===== config.mk =====
export PLATFORM = sky130hd
export DESIGN_NAME = spi_ram_ctrl_flat
export DESIGN_NICKNAME = d
export VERILOG_FILES = /design/src/rtl/spi_ram_if.sv /design/src/rtl/spi_ram_ctrl.sv /design/src/flat_wrapper.sv
export SDC_FILE = /design/constraint.sdc
export NUM_CORES = 2
export LEC_CHECK = 0
export CORE_UTILIZATION = 40
export CTS_BUF_LIST = sky130_fd_sc_hd__clkbuf_8
export CTS_CLUSTER_SIZE = 25
export DETAILED_ROUTE_END_ITERATION = 7
export SYNTH_ARGS = -nofsm -noshare
export SYNTH_HDL_FRONTEND = slang
export SYNTH_SLANG_ARGS = --single-unit

===== constraint.sdc =====
create_clock -name clk -period 2.5 [get_ports clk]
set_input_delay 0.625 -clock clk [delete_from_list [all_inputs] [get_ports clk]]
set_output_delay 0.625 -clock clk [all_outputs]
set_load 0.02 [all_outputs]

===== src/rtl/spi_ram_if.sv =====
// Command/response bundle between the SPI slave and the RAM controller.
// The SPI slave side is the master (it issues commands); the controller is the slave.
interface spi_ram_if;
    logic [9:0] din;
    logic       rx_valid;
    logic [7:0] dout;
    logic       tx_valid;
    logic       err;
    logic [1:0] err_code;

    modport master (
        output din,
        output rx_valid,
        input  dout,
        input  tx_valid,
        input  err,
        input  err_code
    );

    modport slave (
        input  din,
        input  rx_valid,
        output dout,
        output tx_valid,
        output err,
        output err_code
    );
endinterface


===== src/rtl/spi_ram_ctrl.sv =====
// Single-port RAM controller fed by 10-bit SPI command words.
// din[9:8] selects write-address / write-data / read-address / read-data.
// Read bytes are presented on dout with tx_valid held for TX_HOLD cycles so
// the SPI slave has time to shift the whole byte out on MISO.
module spi_ram_ctrl #(
    parameter int MEM_DEPTH = 256,
    parameter int ADDR_SIZE = 8,
    parameter int AUTO_INC  = 1,
    parameter int TX_HOLD   = 10
) (
    input  logic     clk,
    input  logic     rst_n,
    spi_ram_if.slave bus
);

    localparam logic [0:0] IDLE = 1'b0;
    localparam logic [0:0] HOLD = 1'b1;

    localparam logic [1:0] OP_WR_ADDR = 2'b00;
    localparam logic [1:0] OP_WR_DATA = 2'b01;
    localparam logic [1:0] OP_RD_ADDR = 2'b10;
    localparam logic [1:0] OP_RD_DATA = 2'b11;

    localparam logic [ADDR_SIZE-1:0] LAST_ADDR = ADDR_SIZE'(MEM_DEPTH - 1);
    localparam logic [7:0]           HOLD_LAST = 8'(TX_HOLD - 1);

    logic [ADDR_SIZE-1:0] wr_addr_q, wr_addr_d;
    logic [ADDR_SIZE-1:0] rd_addr_q, rd_addr_d;
    logic                 rd_armed_q, rd_armed_d;
    logic [7:0]           hold_cnt_q, hold_cnt_d;
    logic [0:0]           state_q, state_d;
    logic                 tx_valid_q, tx_valid_d;
    logic                 err_q, err_d;
    logic [1:0]           err_code_q, err_code_d;
    logic [7:0]           dout_q;

    logic [7:0] mem [MEM_DEPTH];

    logic [1:0] op;
    logic [7:0] arg;
    logic       in_range;
    logic       wr_en;
    logic       rd_accept;

    assign op        = bus.din[9:8];
    assign arg       = bus.din[7:0];
    assign in_range  = ({24'd0, arg} < 32'(MEM_DEPTH));
    assign wr_en     = rst_n && bus.rx_valid && (op == OP_WR_DATA);
    assign rd_accept = bus.rx_valid && (op == OP_RD_DATA) && rd_armed_q;

    // Command decode, error flags and the tx_valid hold sequencer.
    always_comb begin
        wr_addr_d  = wr_addr_q;
        rd_addr_d  = rd_addr_q;
        rd_armed_d = rd_armed_q;
        hold_cnt_d = hold_cnt_q;
        state_d    = state_q;
        tx_valid_d = tx_valid_q;
        err_d      = 1'b0;
        err_code_d = 2'b00;

        if (bus.rx_valid) begin
            case (op)
                OP_WR_ADDR: begin
                    if (in_range) begin
                        wr_addr_d = arg[ADDR_SIZE-1:0];
                    end else begin
                        err_d      = 1'b1;
                        err_code_d = 2'b10;
                    end
                end
                OP_WR_DATA: begin
                    if (AUTO_INC != 0) begin
                        wr_addr_d = (wr_addr_q == LAST_ADDR) ? '0 : wr_addr_q + 1'b1;
                    end
                end
                OP_RD_ADDR: begin
                    if (in_range) begin
                        rd_addr_d  = arg[ADDR_SIZE-1:0];
                        rd_armed_d = 1'b1;
                    end else begin
                        err_d      = 1'b1;
                        err_code_d = 2'b10;
                    end
                end
                default: begin
                    if (rd_armed_q) begin
                        rd_armed_d = 1'b0;
                    end else begin
                        err_d      = 1'b1;
                        err_code_d = 2'b01;
                    end
                end
            endcase
        end

        // A new accepted read always restarts the hold window.
        if (rd_accept) begin
            state_d    = HOLD;
            tx_valid_d = 1'b1;
            hold_cnt_d = 8'd0;
        end else if (state_q == HOLD) begin
            if (hold_cnt_q == HOLD_LAST) begin
                state_d    = IDLE;
                tx_valid_d = 1'b0;
                hold_cnt_d = 8'd0;
            end else begin
                hold_cnt_d = hold_cnt_q + 8'd1;
            end
        end
    end

    // Control state registers with synchronous active-low reset.
    always_ff @(posedge clk) begin
        if (!rst_n) begin
            wr_addr_q  <= '0;
            rd_addr_q  <= '0;
            rd_armed_q <= 1'b0;
            hold_cnt_q <= 8'd0;
            state_q    <= IDLE;
            tx_valid_q <= 1'b0;
            err_q      <= 1'b0;
            err_code_q <= 2'b00;
        end else begin
            wr_addr_q  <= wr_addr_d;
            rd_addr_q  <= rd_addr_d;
            rd_armed_q <= rd_armed_d;
            hold_cnt_q <= hold_cnt_d;
            state_q    <= state_d;
            tx_valid_q <= tx_valid_d;
            err_q      <= err_d;
            err_code_q <= err_code_d;
        end
    end

    // RAM write port; contents are deliberately not cleared by reset.
    always_ff @(posedge clk) begin
        if (wr_en) begin
            mem[wr_addr_q] <= arg;
        end
    end

    // Registered RAM read; dout keeps its value once the hold window ends.
    always_ff @(posedge clk) begin
        if (!rst_n) begin
            dout_q <= 8'd0;
        end else if (rd_accept) begin
            dout_q <= mem[rd_addr_q];
        end
    end

    assign bus.dout     = dout_q;
    assign bus.tx_valid = tx_valid_q;
    assign bus.err      = err_q;
    assign bus.err_code = err_code_q;

endmodule


===== src/flat_wrapper.sv =====
// flat-port wrapper written by rule: the top's interface ports become plain ports
module spi_ram_ctrl_flat 
#(
    parameter int MEM_DEPTH = 256,
    parameter int ADDR_SIZE = 8,
    parameter int AUTO_INC  = 1,
    parameter int TX_HOLD   = 10
)
  (clk, rst_n, bus_din, bus_rx_valid, bus_dout, bus_tx_valid, bus_err, bus_err_code);
  spi_ram_if bus_i ();
  input  logic clk;
  input  logic rst_n;
  input wire logic [$bits(bus_i.din)-1:0] bus_din;
  input wire logic [$bits(bus_i.rx_valid)-1:0] bus_rx_valid;
  output wire logic [$bits(bus_i.dout)-1:0] bus_dout;
  output wire logic [$bits(bus_i.tx_valid)-1:0] bus_tx_valid;
  output wire logic [$bits(bus_i.err)-1:0] bus_err;
  output wire logic [$bits(bus_i.err_code)-1:0] bus_err_code;
  assign bus_i.din = bus_din;
  assign bus_i.rx_valid = bus_rx_valid;
  assign bus_dout = bus_i.dout;
  assign bus_tx_valid = bus_i.tx_valid;
  assign bus_err = bus_i.err;
  assign bus_err_code = bus_i.err_code;
  spi_ram_ctrl #(.MEM_DEPTH(MEM_DEPTH), .ADDR_SIZE(ADDR_SIZE), .AUTO_INC(AUTO_INC), .TX_HOLD(TX_HOLD)) u_core (.clk(clk), .rst_n(rst_n), .bus(bus_i));
endmodule

==> results.md <==
- The end of the worst register-to-register path is u_core.bus.dout[2].
- The number of remaining DRC errors is 0.
- The worst min-delay path endpoint is u_core.mem[141][4].
- The largest stage delay on the critical path is 0.53 ns.
- The total area inside the core boundary comes to 202000 sq um.
- The routability-driven placement congestion ratio is 0.887.
- The total routing resource utilization after global routing is 21.0%.
- The violation count after the first detailed-routing iteration is 4569.
- The total power per unit cell area is 688 nW/um^2.
- The required time at the worst-slack endpoint is 3.40 ns.
- The number of antenna violations at the first check in global routing is 4.
- The number of nets with antenna violations after detailed routing is 0.
- The signal on the critical path passes through buf_12 > buf_12 > buf_12 > buf_8 > mux4_2 > mux4_2 > nor2_4 > nor4_1 > buf_4 > o211ai_4 > o211ai_2.
- On the critical path the largest part of the delay comes from multiplexers.
- The flow ran to the end, but the final reports show violations.
- Measured on the finished design, the core utilization comes to 48.6%.
- The simple-gate share of the synthesized area is 3.06%.
- The shortest clock period the worst path allows after layout is 2.80 ns.
- The clock transition time at the flip-flop clock pins of the worst setup and hold paths is 0.06 ns.
- Timing analysis after detailed placement gives a worst setup slack of -0.909 ns.
- The number of filler cells placed in the layout is 16500.
- The maximum count of clock buffers along a single path is 4.
- The post-route clock period utilization is 112%.
- The setup check on the worst reg-to-reg path leaves a slack of -0.30 ns.
- The count of yosys warnings during synthesis is 0.
- The area growth from synthesis to layout is 20.7%.
- The worst min-delay path class is in -> reg.
- The fraction of registers with async set/reset is 0%.
- Summing the sequential cell areas from Yosys gives 76.4% of the chip area.
- The number of max-slew violations in the final report is 0.
- The start point of the worst min-delay path is bus_din[4].
- The worst setup path is launched from a flip-flop.
- The via count of the first global-routing pass is 44700.
- The root buffer cell is sky130_fd_sc_hd__clkbuf_8.
- The total wire length is 216 mm.
- The portion of synthesized area spent on multiplexers is 14.6%.
- The share of post-route cells with drive strength above 1 is 34.3%.
- The signal arrival time at the worst endpoint is 3.70 ns.
- The layout net count is 5057.
- Measured against its own limit, the worst slew margin works out to 47.4%.
- The largest family of logic cells by synthesized area is multiplexers.
- The tightest hold path in the finished design has a slack of 0.0809 ns.
- The number of synthesized flops with an enable pin is 2048.
- The post-layout total power is 67.6 mW.
- The total clock buffers created by CTS is 352.
- The count of endpoints failing setup in the final report is 8.
- The combined buffer and inverter count along the critical path is 5.
- The worst voltage drop across the vdd grid is 0.620 mV.
- The depth of the worst register-to-register path is 11.
- The floorplan step defined a die boundary enclosing 205000 sq um.
- The most common cell after layout, fill and taps aside is sky130_fd_sc_hd__edfxtp_1.
- Summing the areas of all compound-gate instances in the mapped netlist gives 3.71% of the synthesized area.
- After global routing the overflow that remains totals 0.
- The initialized floorplan defines 165 standard-cell rows.
- The number of nets produced by synthesis is 4048.
- The cell leakage power is 31.8 nW.
- The checks that failed: negative setup slack.
- The HPWL after detailed placement is 140 mm.
- Setup repair after global routing could not meet its margin everywhere.
- The post-synthesis average cell area is 20.2 sq um.
- The critical path's slowest cell is sky130_fd_sc_hd__mux4_2.
- The worst setup path category is reg -> reg.
- The fraction of the mapped netlist area in adder cells is 0.0922%.
- In the layout the commonest cells are 2048 x sky130_fd_sc_hd__edfxtp_1, 733 x sky130_fd_sc_hd__buf_4, 407 x sky130_fd_sc_hd__mux4_2, 362 x sky130_fd_sc_hd__clkbuf_8, 305 x sky130_fd_sc_hd__nor2_1.
- STA classifies the critical path endpoint as a flip-flop.
- After synthesis the netlist holds a flip-flop and latch count of 2084.
- Input and output buffers added on the ports amount to 23.
- The setup skew after layout is 0.0816 ns.
- CTS saw 2084 sinks.
- The peak clock frequency supported by timing is 0.357 GHz.
- Entering global routing, the biggest net connects 87 pins.
- The count of final hold-check violations is 0.
- The slack of the critical path is -0.302 ns.
- The most used flip-flop cell after synthesis is sky130_fd_sc_hd__edfxtp_1.
- The overall die height is 453 microns.
- The first detailed-routing pass ran for 5 iterations.
- TritonCTS built the clock tree.
- The number of standard cells in the layout, taps in and fillers out is 7950.
- The gate count after technology mapping is 4029.
- Summing the areas of all xor and xnor instances in the mapped netlist gives 0.0645% of the synthesized area.
- The top-level port count is 25.
- Counting instances, the worst hold path has a depth of 1.
- The initial utilization of the core area, before any placement, comes to 40.3%.
- For the worst-skew pair, the clock arrives at the later sink with an insertion delay of 1.07 ns.
- Yosys mapped the design onto 69 distinct sky130hd cell types.
- The number of placed instances with taps included is 7272.
- Dividing the detail-routed via count by the number of cells gives 5.51.
- At the pin with the least slew margin, the transition time is 0.786 ns.
- From left edge to right edge, the die measures 453 microns.
- The first global-routing pass estimated 312 mm of wire.
- The count of H-tree levels built during CTS is 5.
- The worst register-to-register path begins at u_core.rd_addr_q[0].
- The max capacitance violation total is 0.
- The largest fanout on the critical path is 7.
- After detailed routing, the average wire length per cell comes to 27.2 microns.
- The cell area that synthesis handed to floorplanning was 81400 sq um.
- The number of vias in the routed layout is 43800.
- The most repeated library cell on the critical path is sky130_fd_sc_hd__buf_12.
==> power breakdown <==
| part | switching, mW | total (mW) | internal [mW] |
|---|---|---|---|
| Clock | 13.1 | 26.4 | 13.4 |
| Sequential | 0.0292 | 38.4 | 38.4 |
| Combinational | 1.69 | 2.82 | 1.13 |
| Total | 14.8 | 67.6 | 52.8 |
==> repair_timing <==
action / CTS / global route
endpoints found under the hold margin: 67 / 0
resized for setup: 151 / 51
buffers inserted: 45 / 28
setup endpoints to repair: 19 / 8
gates cloned: 9 / 3
hold buffers: 5 / 0
pin swaps: 33 / 21
==> cells in the mapped netlist, types with 3 or more instances <==
| cell | instances | area share, % |
|---|---|---|
| sky130_fd_sc_hd__a211o_1 | 5 | 0.054 |
| sky130_fd_sc_hd__buf_8 | 13 | 0.24 |
| sky130_fd_sc_hd__a311oi_1 | 5 | 0.054 |
| sky130_fd_sc_hd__dfxtp_1 | 36 | 0.89 |
| sky130_fd_sc_hd__a21oi_1 | 52 | 0.32 |
| sky130_fd_sc_hd__a2111oi_0 | 17 | 0.18 |
| sky130_fd_sc_hd__o221ai_1 | 51 | 0.55 |
| sky130_fd_sc_hd__xor2_1 | 3 | 0.032 |
| sky130_fd_sc_hd__inv_1 | 10 | 0.046 |
| sky130_fd_sc_hd__nor3_1 | 21 | 0.13 |
| sky130_fd_sc_hd__buf_4 | 24 | 0.22 |
| sky130_fd_sc_hd__nand2b_1 | 7 | 0.054 |
| sky130_fd_sc_hd__o21ai_1 | 6 | 0.037 |
| sky130_fd_sc_hd__xnor2_1 | 3 | 0.032 |
| sky130_fd_sc_hd__and2_1 | 15 | 0.12 |
| sky130_fd_sc_hd__mux4_1 | 9 | 0.29 |
| sky130_fd_sc_hd__mux2_2 | 5 | 0.069 |
| sky130_fd_sc_hd__a21boi_0 | 11 | 0.10 |
| sky130_fd_sc_hd__nand2_1 | 137 | 0.63 |
| sky130_fd_sc_hd__o22ai_1 | 80 | 0.61 |
| sky130_fd_sc_hd__a211oi_1 | 35 | 0.32 |
| sky130_fd_sc_hd__nor4_1 | 11 | 0.085 |
| sky130_fd_sc_hd__a22o_1 | 6 | 0.065 |
| sky130_fd_sc_hd__buf_2 | 66 | 0.41 |
| sky130_fd_sc_hd__a31oi_1 | 14 | 0.11 |
| sky130_fd_sc_hd__nor2b_1 | 17 | 0.13 |
| sky130_fd_sc_hd__o31ai_1 | 7 | 0.065 |
| sky130_fd_sc_hd__nand3_1 | 41 | 0.25 |
| sky130_fd_sc_hd__and3_1 | 9 | 0.069 |
| sky130_fd_sc_hd__a22oi_1 | 62 | 0.57 |
| sky130_fd_sc_hd__o211ai_2 | 5 | 0.077 |
| sky130_fd_sc_hd__o211ai_1 | 3 | 0.028 |
| sky130_fd_sc_hd__nand4_1 | 8 | 0.061 |
| sky130_fd_sc_hd__o21ai_0 | 42 | 0.26 |
| sky130_fd_sc_hd__buf_1 | 10 | 0.046 |
| sky130_fd_sc_hd__buf_6 | 28 | 0.39 |
| sky130_fd_sc_hd__edfxtp_1 | 2048 | 76 |
| sky130_fd_sc_hd__buf_12 | 12 | 0.30 |
| sky130_fd_sc_hd__nor2_1 | 312 | 1.4 |
| sky130_fd_sc_hd__mux4_2 | 406 | 11 |
| sky130_fd_sc_hd__ha_1 | 6 | 0.092 |
| sky130_fd_sc_hd__mux2i_1 | 242 | 3.0 |
| sky130_fd_sc_hd__clkbuf_1 | 92 | 0.42 |
==> registers in the layout, summed over array words and instances (netlist names) <==
name,count
u_core.mem,2048
u_core.bus.dout,8
u_core.hold_cnt_q,8
u_core.rd_addr_q,8
u_core.wr_addr_q,8
u_core.bus.err_code,1
u_core.bus.tx_valid,1
u_core.rd_armed_q,1
u_core.state_q,1
==> worst max path at each step <==
stage          cells after the start  slack (ns)           startpoint            endpoint
6_report                          11       -0.30  u_core.rd_addr_q[0]  u_core.bus.dout[2]
5_1_grt                           10       -0.35  u_core.rd_addr_q[0]  u_core.bus.dout[2]
4_1_cts                           11       -0.38  u_core.rd_addr_q[0]  u_core.bus.dout[2]
3_5_place_dp                       6       -0.91           bus_din[8]  u_core.bus.dout[6]
3_3_place_gp                       6       -0.93           bus_din[8]  u_core.bus.dout[6]
2_1_floorplan                      6        0.07         bus_rx_valid  u_core.mem[103][0]
==> stage by stage <==
step | instance area (sq um) | TNS (ns)
after detailed placement | 90600 | -669.92
final | 98300 | -1.99
after global routing | 98300 | -2.52
after global placement | 90600 | -643.05
after CTS | 97800 | -2.15
after floorplan | 81400 | 0
==> layout make-up <==
class | instances | area [sq um] | share of cell area (%)
clock buffer | 361 | 4970 | 5.05
antenna | 8 | 20.0 | 0.0204
tap | 2672 | 3340 | 3.40
multi-input combinational | 1688 | 18100 | 18.4
timing repair buffer | 901 | 8640 | 8.79
sequential | 2084 | 62200 | 63.3
inverter | 11 | 43.8 | 0.0445
clock inverter | 225 | 938 | 0.955
==> per-layer routing <==
metal / track usage (%) / vias up / routed length [microns]
met5: 0 / - / 0
met4: 7.37 / 0 / 7230
met3: 3.46 / 394 / 14400
met2: 33.9 / 1729 / 105000
met1: 28.7 / 22900 / 89500
li1: - / 18700 / -
==> kinds of logic after synthesis <==
kind of cell             Yosys count
AO/OA/AOI/OAI                    425
XOR/XNOR                           6
adder cells (fa/ha/maj)            6
buffers and inverters            257
flip-flops                      2084
multiplexers                     662
other                              1
AND/OR/NAND/NOR                  588
Power figures use the tool's default switching activity.
